--- src/rtl/multi_player_ctrl.sv ---
// Per-player movement, wall-collision probing and sprite render for NUM_PLAYERS square players.
// Optional macro PLAYER_BLOCK_EN: players block each other's moves during UPDATE.
module multi_player_ctrl #(
  parameter int NUM_PLAYERS = 2,
  parameter int COLOR_BITS  = 24,
  parameter int SIZE        = 16,
  parameter int STEP        = 1,
  parameter int SCREEN_W    = 640,
  parameter int SCREEN_H    = 480
) (
  input  logic                      clk_i,
  input  logic                      reset_ni,
  input  logic                      tick_i,
  input  logic [4*NUM_PLAYERS-1:0]  move_i,
  input  logic                      display_enable_i,
  input  logic [9:0]                hpos_i,
  input  logic [9:0]                vpos_i,
  input  logic                      cannot_walk_through_i,
  output logic [10*NUM_PLAYERS-1:0] player_x_o,
  output logic [10*NUM_PLAYERS-1:0] player_y_o,
  output logic [4*NUM_PLAYERS-1:0]  collide_o,
  output logic                      player_hit_o,
  output logic [COLOR_BITS/3-1:0]   player_red_o,
  output logic [COLOR_BITS/3-1:0]   player_green_o,
  output logic [COLOR_BITS/3-1:0]   player_blue_o,
  output logic                      frame_done_o
);

  localparam int         CW = COLOR_BITS / 3;
  localparam int         IW = (NUM_PLAYERS > 1) ? $clog2(NUM_PLAYERS) : 1;
  localparam logic [9:0] SZ = 10'(SIZE);
  localparam logic [9:0] ST = 10'(STEP);

  typedef enum logic {SCAN, UPDATE} state_t;

  state_t        state_q, state_d;
  logic [IW-1:0] idx_q;
  logic          tick_pend_q, tick_held_q, frame_done_q;
  logic [9:0]    px_q   [NUM_PLAYERS];
  logic [9:0]    py_q   [NUM_PLAYERS];
  logic [3:0]    work_q [NUM_PLAYERS];
  logic [3:0]    coll_q [NUM_PLAYERS];

  logic       col_in   [NUM_PLAYERS];
  logic       row_in   [NUM_PLAYERS];
  logic [3:0] probe    [NUM_PLAYERS];
  logic [3:0] edge_blk [NUM_PLAYERS];

  logic solid, first_px, last_px, last_idx;

  assign solid    = display_enable_i && cannot_walk_through_i;
  assign first_px = display_enable_i && hpos_i == 10'd0 && vpos_i == 10'd0;
  assign last_px  = display_enable_i && hpos_i == 10'(SCREEN_W - 1) && vpos_i == 10'(SCREEN_H - 1);
  assign last_idx = idx_q == IW'(NUM_PLAYERS - 1);

  // Probe a one-pixel ring around each box; bit order {right,left,bottom,top}.
  always_comb begin
    for (int p = 0; p < NUM_PLAYERS; p++) begin
      col_in[p]      = hpos_i >= px_q[p] && hpos_i < px_q[p] + SZ;
      row_in[p]      = vpos_i >= py_q[p] && vpos_i < py_q[p] + SZ;
      probe[p][0]    = solid && col_in[p] && vpos_i == py_q[p] - 10'd1;
      probe[p][1]    = solid && col_in[p] && vpos_i == py_q[p] + SZ;
      probe[p][2]    = solid && row_in[p] && hpos_i == px_q[p] - 10'd1;
      probe[p][3]    = solid && row_in[p] && hpos_i == px_q[p] + SZ;
      edge_blk[p][0] = py_q[p] < ST;
      edge_blk[p][1] = py_q[p] + SZ + ST > 10'(SCREEN_H);
      edge_blk[p][2] = px_q[p] < ST;
      edge_blk[p][3] = px_q[p] + SZ + ST > 10'(SCREEN_W);
    end
  end

`ifdef PLAYER_BLOCK_EN
  // Touching counts as blocked so two boxes never end up edge-to-edge.
  function automatic logic near_other(input logic [9:0] ax, input logic [9:0] ay);
    logic hit;
    hit = 1'b0;
    for (int q = 0; q < NUM_PLAYERS; q++)
      if (IW'(q) != idx_q && ax <= px_q[q] + SZ && px_q[q] <= ax + SZ &&
          ay <= py_q[q] + SZ && py_q[q] <= ay + SZ)
        hit = 1'b1;
    return hit;
  endfunction
  logic [3:0] blk_bits;
`endif

  logic [3:0] mv, cf;
  logic       go_up, go_dn, go_lf, go_rt;
  logic [9:0] cur_x, cur_y, new_x, new_y;

  // NOTE: every always_comb output gets a default first, so no path can infer a latch.
  always_comb begin
    mv    = move_i[4*idx_q +: 4];
    cf    = coll_q[idx_q];
    cur_x = px_q[idx_q];
    cur_y = py_q[idx_q];
    go_up = mv[0] & ~mv[1] & ~cf[0];
    go_dn = mv[1] & ~mv[0] & ~cf[1];
    go_lf = mv[2] & ~mv[3] & ~cf[2];
    go_rt = mv[3] & ~mv[2] & ~cf[3];
    new_x = cur_x;
    new_y = cur_y;
    if (go_rt)      new_x = cur_x + ST;
    else if (go_lf) new_x = cur_x - ST;
    if (go_dn)      new_y = cur_y + ST;
    else if (go_up) new_y = cur_y - ST;
`ifdef PLAYER_BLOCK_EN
    blk_bits = 4'b0;
    if ((go_rt || go_lf) && near_other(new_x, cur_y)) begin
      new_x       = cur_x;
      blk_bits[2] = go_lf;
      blk_bits[3] = go_rt;
    end
    if ((go_up || go_dn) && near_other(cur_x, new_y)) begin
      new_y       = cur_y;
      blk_bits[0] = go_up;
      blk_bits[1] = go_dn;
    end
`endif
  end

  always_comb begin
    state_d = state_q;
    case (state_q)
      SCAN:    if (last_px)  state_d = UPDATE;
      UPDATE:  if (last_idx) state_d = SCAN;
      default: state_d = SCAN;
    endcase
  end

  // NOTE: sequential state uses non-blocking assignments so every register samples pre-edge values.
  always_ff @(posedge clk_i or negedge reset_ni) begin
    if (!reset_ni) state_q <= SCAN;
    else           state_q <= state_d;
  end

  // NOTE: the small position/flag arrays are registers, not RAM, so they are reset with everything else.
  always_ff @(posedge clk_i or negedge reset_ni) begin
    if (!reset_ni) begin
      idx_q        <= '0;
      tick_pend_q  <= 1'b0;
      tick_held_q  <= 1'b0;
      frame_done_q <= 1'b0;
      for (int p = 0; p < NUM_PLAYERS; p++) begin
        px_q[p]   <= 10'(32 + 64 * p);
        py_q[p]   <= 10'd32;
        work_q[p] <= 4'b0;
        coll_q[p] <= 4'b0;
      end
    end else begin
      frame_done_q <= 1'b0;
      if (state_q == SCAN) begin
        if (tick_i) tick_pend_q <= 1'b1;
        for (int p = 0; p < NUM_PLAYERS; p++) begin
          work_q[p] <= first_px ? probe[p] : (work_q[p] | probe[p]);
          if (last_px) coll_q[p] <= work_q[p] | probe[p] | edge_blk[p];
        end
        if (last_px) idx_q <= '0;
      end else begin
        // Ticks seen during UPDATE belong to the next frame.
        if (tick_i) tick_held_q <= 1'b1;
        if (tick_pend_q) begin
          px_q[idx_q] <= new_x;
          py_q[idx_q] <= new_y;
`ifdef PLAYER_BLOCK_EN
          coll_q[idx_q] <= coll_q[idx_q] | blk_bits;
`endif
        end
        if (last_idx) begin
          frame_done_q <= 1'b1;
          tick_pend_q  <= tick_held_q | tick_i;
          tick_held_q  <= 1'b0;
        end else begin
          idx_q <= idx_q + 1'b1;
        end
      end
    end
  end

  // Walk from the highest index down so the lowest overlapping index wins.
  always_comb begin
    player_hit_o   = 1'b0;
    player_red_o   = '0;
    player_green_o = '0;
    player_blue_o  = '0;
    for (int p = NUM_PLAYERS - 1; p >= 0; p--) begin
      if (display_enable_i && col_in[p] && row_in[p]) begin
        player_hit_o   = 1'b1;
        player_red_o   = {CW{p % 3 == 0}};
        player_green_o = {CW{p % 3 == 1}};
        player_blue_o  = {CW{p % 3 == 2}};
      end
    end
  end

  always_comb begin
    player_x_o = '0;
    player_y_o = '0;
    collide_o  = '0;
    for (int p = 0; p < NUM_PLAYERS; p++) begin
      player_x_o[10*p +: 10] = px_q[p];
      player_y_o[10*p +: 10] = py_q[p];
      collide_o[4*p +: 4]    = coll_q[p];
    end
  end

  assign frame_done_o = frame_done_q;

endmodule
--- config.mk ---
export PLATFORM = sky130hd
export DESIGN_NAME = multi_player_ctrl
export DESIGN_NICKNAME = d
export VERILOG_FILES = /design/src/rtl/multi_player_ctrl.sv
export SDC_FILE = /design/constraint.sdc
export NUM_CORES = 1
export LEC_CHECK = 0
export BUFFER_PORTS_ARGS = -buffer_cell sky130_fd_sc_hd__buf_2
export CAP_MARGIN = 20
export CORE_UTILIZATION = 60
export CTS_CLUSTER_DIAMETER = 40
export DETAILED_ROUTE_END_ITERATION = 6
export MAX_ROUTING_LAYER = met4
export PLACE_DENSITY = 0.87
export SYNTH_ARGS = -nofsm -noshare
export SYNTH_HDL_FRONTEND = slang
export SYNTH_SLANG_ARGS = --single-unit
--- constraint.sdc ---
create_clock -name clk_i -period 5.1 [get_ports clk_i]
set_input_delay 0.51 -clock clk_i [delete_from_list [all_inputs] [get_ports clk_i]]
set_output_delay 0.51 -clock clk_i [all_outputs]
set_load 0.01 [all_outputs]
==> results of run 1 <==
[cells in the final DEF (no fill, tap or decap), types with 9 or more instances in the layout]
cell type / instances
and3_1: 9
a31oi_1: 13
nor4_1: 15
nand2b_1: 10
a21oi_1: 38
inv_1: 57
xor2_1: 24
nand2_1: 103
a21o_1: 9
o21ai_0: 60
clkbuf_16: 9
nand3_1: 32
buf_2: 98
nor3_1: 23
nand4_1: 26
ha_1: 86
nor2_1: 62
dfrtp_1: 55
xnor2_1: 75
mux2i_1: 15
[stage by stage]
stage	utilization	std cells	setup WS [ns]
after floorplan	-	960	0.6546
after global placement	0.6500	1161	1.206
after detailed placement	0.6500	1161	1.173
after CTS	0.6721	1176	0.8153
after global routing	0.6736	1178	0.4184
final	0.6736	1178	0.7021
[sequential cells by signal, summed over array words and instances (netlist names)]
signal / cells
player_x_o: 20
player_y_o: 20
collide_o: 8
work_q: 8
frame_done_o: 1
idx_q: 1
state_q: 1
tick_held_q: 1
tick_pend_q: 1
[per-layer routing]
metal,track usage,routed length (um),vias to the layer above
met2,0.5423,9834,450
met5,-,0,-
met1,0.5013,9562,3509
met3,0.07545,2304,71
met4,0.1273,705,0
li1,-,-,3499
[cell type report]
class | count | area [um2] | area share
multi-input cells | 772 | 5394 | 0.6612
repair buffers | 102 | 528.0 | 0.06472
clock buffers | 11 | 242.7 | 0.02975
inverters | 59 | 221.5 | 0.02715
clock inverters | 4 | 25.02 | 0.003067
diodes | 1 | 2.502 | 0.0003067
well taps | 168 | 210.2 | 0.02577
flip-flops and latches | 61 | 1534 | 0.1880
[kinds of logic (layout without fill, tap and decap cells)]
kind of cell | after synthesis | in the layout
flops | 61 | 61
simple gates | 348 | 348
buf+inv | 127 | 176
fa+ha+maj | 86 | 86
xor+xnor | 100 | 100
compound gates | 212 | 212
other cells | 1 | 9
mux | 18 | 18
[worst paths after layout]
path	to	slack, ns	depth (start not counted)
min in group clk_i	tick_held_q	0.46	3
worst min-delay path	player_x_o[1]	0.33	2
worst max register to register	collide_o[4]	1.77	9
worst min register to register	work_q[5]	0.49	2
worst max-delay path	player_green_o[2]	0.70	11
max in group asynchronous	idx_q	4.21	2
[power by group through the flow]
stage	sequential, uW	clock [uW]	combinational (uW)
floorplan	494	0	113
global placement	493	0	173
detailed placement	493	0	176
CTS	485	560	177
global route	485	584	199
finish	485	558	181
==> impl_metrics.yaml, run 1 <==
outcome:
  outcome: "finished with violations"
  violations: "design-rule violations"
detailed_routing:
  drt_iter0_drc: 993
  drc_errors: 4
  routed-via-count: 7529
  wirelength_um: 22410
  firstDrtPassIters: 7
  wire_per_inst_um: 19.02
  antenna_left: 0
  viasPerCell: 6.391
clock_tree:
  root_buffer: "clkbuf_16"
  cts_resized: 0
  hold_buffers: 0
  cts_max_level: 3
  clk_pin_slew_ns: 0.05
  numClockSinks: 61
  tritoncts: "yes"
  clk_latency_ns: 0.34
  cts.path.max_buffers: 2
  post_cts_buffers: 0
  cts_buffers: 9
job:
  drv_cap: 0
finish:
  fillers: 1040
  final_layout_size_suffix_gt1_frac: 0.1457
  finish.instance_area_um2: 8158
  syn2layout_area_growth_pct: 8.757
  final_nets: 1124
floorplanning:
  die_area_um2: 12950
  initial_utilization: 0.6193
  core_um2: 12110
  io_pins: 107
  chipHeight_um: 113.8
  rows: 40
  die-width_um: 113.8
timing:
  holdWs_ns: 0.3337
  fin_crit_sh: 0.8623
  slew_headroom: 0.3039
  period_needed_ns: 4.398
  rsz0062_at_grt: "no"
  tns_ns: 0
  clock_skew_ns: 0.006146
  fmax_ghz: 0.2274
  worstMarginPinSlew_ns: 1.042
  setup_viol: 0
  slew_viol_final: 0
  hold_viol: 0
placement:
  dpl.hpwl_um: 16920
  place_area_um2: 7873
  io_buffers: 98
  globalplace.congestion: 1.073
synthesis:
  seq_area_frac_synth: 0.2043
  synth_most_common_cell: "nand2_1"
  synth-simple-area-share: 0.2434
  muxShareOfSynthArea: 0.02452
  netlist_instances: 953
  synth_compound_area_frac: 0.1858
  ys_warn_count: 0
  synth-edff-count: 0
  ys_top_cells_by_count: "103 x nand2_1, 86 x ha_1, 75 x xnor2_1"
  synthXorXnorAreaFrac: 0.1178
  synth_top_area_frac: 0.1868
  synth_cell_type_count: 82
  synthArstFlopShare: 1.000
  synth_top_flop_cell: "dfrtp_1"
  synth_adder_area_share: 0.1435
  ys_seq_elements: 61
  synth_top_area_cell: "dfrtp_1"
  avgSynthCellArea_um2: 7.871
  synth_top_family_by_area: "simple AND/OR/NAND/NOR gates"
  synthTopCellsByArea: "dfrtp_1 19%, ha_1 14%, xnor2_1 8.8%"
  netlist_area_um2: 7501
critical_path:
  startpoint: "player_x_o[14]"
  start_kind: "register"
  critPathArrivalTime_ns: 3.89
  worst_setup_path_end_kind: "output pin"
  reg2reg_from: "player_y_o[11]"
  critPathKind: "register to output pin"
  cp.buffers_inverters: 4
  path_delay_family: "compound AO/OA/AOI/OAI gates"
  worstPathMaxFanout: 13
  slowest_stage: "a2111oi_1"
  slowest_delay_ns: 0.77
  path_cells: "inv_1 -> ha_1 -> inv_1 -> ha_1 -> a21o_1 -> a21o_1 -> o221ai_1 -> a31oi_1 -> a2111oi_1 -> buf_4 -> buf_2"
  cp.required_ns: 4.59
grt:
  grt_use_total: 0.3676
  overflow: 0
  grt_pass1_wl_um: 36200
  grt_max_degree: 62
  grt_pass1_vias: 7005
  antenna_found_initial: 1
power:
  power_uw: 1224
  p_seq_frac: 0.396
  pwr-share-clk: 0.456
  power_density_nw_per_um2: 150.1
  p_sw_frac: 0.2735
  peakVddDrop_mv: 0.1557
  leakagePower_uw: 0.004034
  power_frac_comb: 0.148
  p_sw_uw: 334.8
  internal_power_uw: 889.5
worst_hold_path:
  hold_path_class: "input port to async pin"
Note: power is estimated with default switching activity, not from simulation.
==> run 2, diff against run 1 <==
Settings changed: BUFFER_PORTS_ARGS -buffer_cell sky130_fd_sc_hd__buf_2 to -buffer_cell sky130_fd_sc_hd__clkbuf_2.
==> run 2 against run 1 <==
  * The flow now finishes without violations
  * Die area stayed put
  * Largest power group unchanged
  * Clock skew grew 0.0025 ns
  * Flip-flop and latch count did not move
  * Count of clock-buffer cells in the layout down 1
==> impl_metrics.yaml, run 2 (same netlist as run 1, synthesis figures left out) <==
grt:
  grt_max_degree: 62
  grt_pass1_wl_um: 35220
  grt_pass1_vias: 6895
  grt_use_total: 0.3584
  overflow: 0
  antenna_found_initial: 1
critical_path:
  cp.required_ns: 4.59
  slowest_delay_ns: 0.61
  worstPathMaxFanout: 12
  critPathKind: "register to output pin"
  path_cells: "inv_1 -> ha_1 -> inv_1 -> ha_1 -> a21o_1 -> a21oi_1 -> o21ai_0 -> o221a_2 -> nor4_2 -> and3_1 -> or2_1 -> clkbuf_2"
  start_kind: "register"
  rr_worst_depth: 9
  critPathArrivalTime_ns: 3.83
  slowest_stage: "dfrtp_1"
  worst_setup_path_end_kind: "output pin"
detailed_routing:
  drc_errors: 0
  routed-via-count: 7492
  wire_per_inst_um: 18.99
  firstDrtPassIters: 7
  antenna_left: 0
  wirelength_um: 22370
  drt_iter0_drc: 840
  viasPerCell: 6.360
timing:
  holdWs_ns: 0.3674
  slew_headroom: 0.3022
  fmax_ghz: 0.2303
  period_needed_ns: 4.343
  clock_skew_ns: 0.008647
  tns_ns: 0
  slew_viol_final: 0
  fin_crit_sh: 0.8515
  setup_viol: 0
  worstMarginPinSlew_ns: 1.044
  hold_viol: 0
  fin_ws_ns: 0.7574
  rsz0062_at_grt: "no"
finish:
  fin_cells: 1178
  syn2layout_area_growth_pct: 9.424
  final_layout_size_suffix_gt1_frac: 0.1467
  mostFrequentLayoutCells: "103 x nand2_1, 98 x clkbuf_2, 86 x ha_1, 75 x xnor2_1, 62 x nor2_1"
  fin_util: 0.6777
  final_common_cell: "nand2_1"
  final_nets: 1123
placement:
  globalplace.congestion: 1.007
  pre_cts_ws_ns: 1.234
  post-place-cells: 1161
  dpl.hpwl_um: 16840
  io_buffers: 98
clock_tree:
  clk_pin_slew_ns: 0.06
  root_buffer: "clkbuf_16"
  cts_resized: 0
  clk_latency_ns: 0.34
  tritoncts: "yes"
  hold_buffers: 0
  cts.path.max_buffers: 2
  numClockSinks: 61
  post_cts_buffers: 0
  cts_max_level: 3
  cts_buffers: 9
floorplanning:
  rows: 40
  initial_utilization: 0.6193
  core_um2: 12110
  die_area_um2: 12950
  chipHeight_um: 113.8
  io_pins: 107
  die-width_um: 113.8
worst_hold_path:
  hold_path_class: "input port to async pin"
power:
  peakVddDrop_mv: 0.1151
  leakagePower_uw: 0.004085
  power_density_nw_per_um2: 165.9
outcome:
  outcome: "completed"
job:
  drv_cap: 0
run 2: changes by cell type in the layout (fill, tap and decap cells not counted), sizes merged:
cell      delta
inv          +2
clkinvlp     -1
clkbuf      +97
clkinv       -1
bufinv       +2
buf         -99
run 2: power breakdown:
group,internal (uW),total [uW],switching [uW],leakage [uW]
combinational,67.1,181,114,0.00325
clock,446,696,250,0.000160
sequential,485,485,0.248,0.000673
run 2: per-layer routing:
layer  up-vias  GRT usage  part of all wire
li1       3508          -                 -
met1      3548     0.5070              0.44
met2       391     0.5289              0.44
met3        45    0.04516             0.092
met4         0     0.1212             0.025
met5         -          -                 0
run 2: path summary, 6_finish.rpt:
| kind | start | slack (ns) | to |
|---|---|---|---|
| setup / recovery | player_x_o[4] | 0.76 | player_hit_o |
| hold / removal | reset_ni | 0.37 | player_x_o[1] |
| setup reg to reg | player_y_o[11] | 1.61 | collide_o[4] |
| hold reg to reg | work_q[5] | 0.49 | work_q[5] |
| max in group asynchronous | reset_ni | 4.17 | idx_q |
| min in group clk_i | tick_i | 0.46 | tick_held_q |
run 2: worst max-delay path: cells and delay by family, from the launching register on:
family                   cells  cell delay [ns]
AND/OR/NAND/NOR              3             1.11
adder cells (fa/ha/maj)      2             0.67
AO/OA/AOI/OAI                4             0.63
flip-flops                   1             0.61
buffers and inverters        3             0.46
run 2: cell type report:
| type | instances | area (um2) |
|---|---|---|
| tap | 168 | 210.2 |
| fill | 1046 | 3904 |
| timing repair buffer | 101 | 513.0 |
| clock inverter | 6 | 93.84 |
| inverter | 59 | 221.5 |
| multi-input combinational | 772 | 5394 |
| antenna | 1 | 2.502 |
| clock buffer | 10 | 239.0 |
| sequential | 61 | 1534 |
run 2: through the flow:
stage / area [um2] / power (uW)
floorplan: 7527 / 606.3
finish: 8208 / 1362
global placement: 7873 / 666.4
CTS: 8205 / 1356
detailed placement: 7873 / 669.9
global route: 8208 / 1401
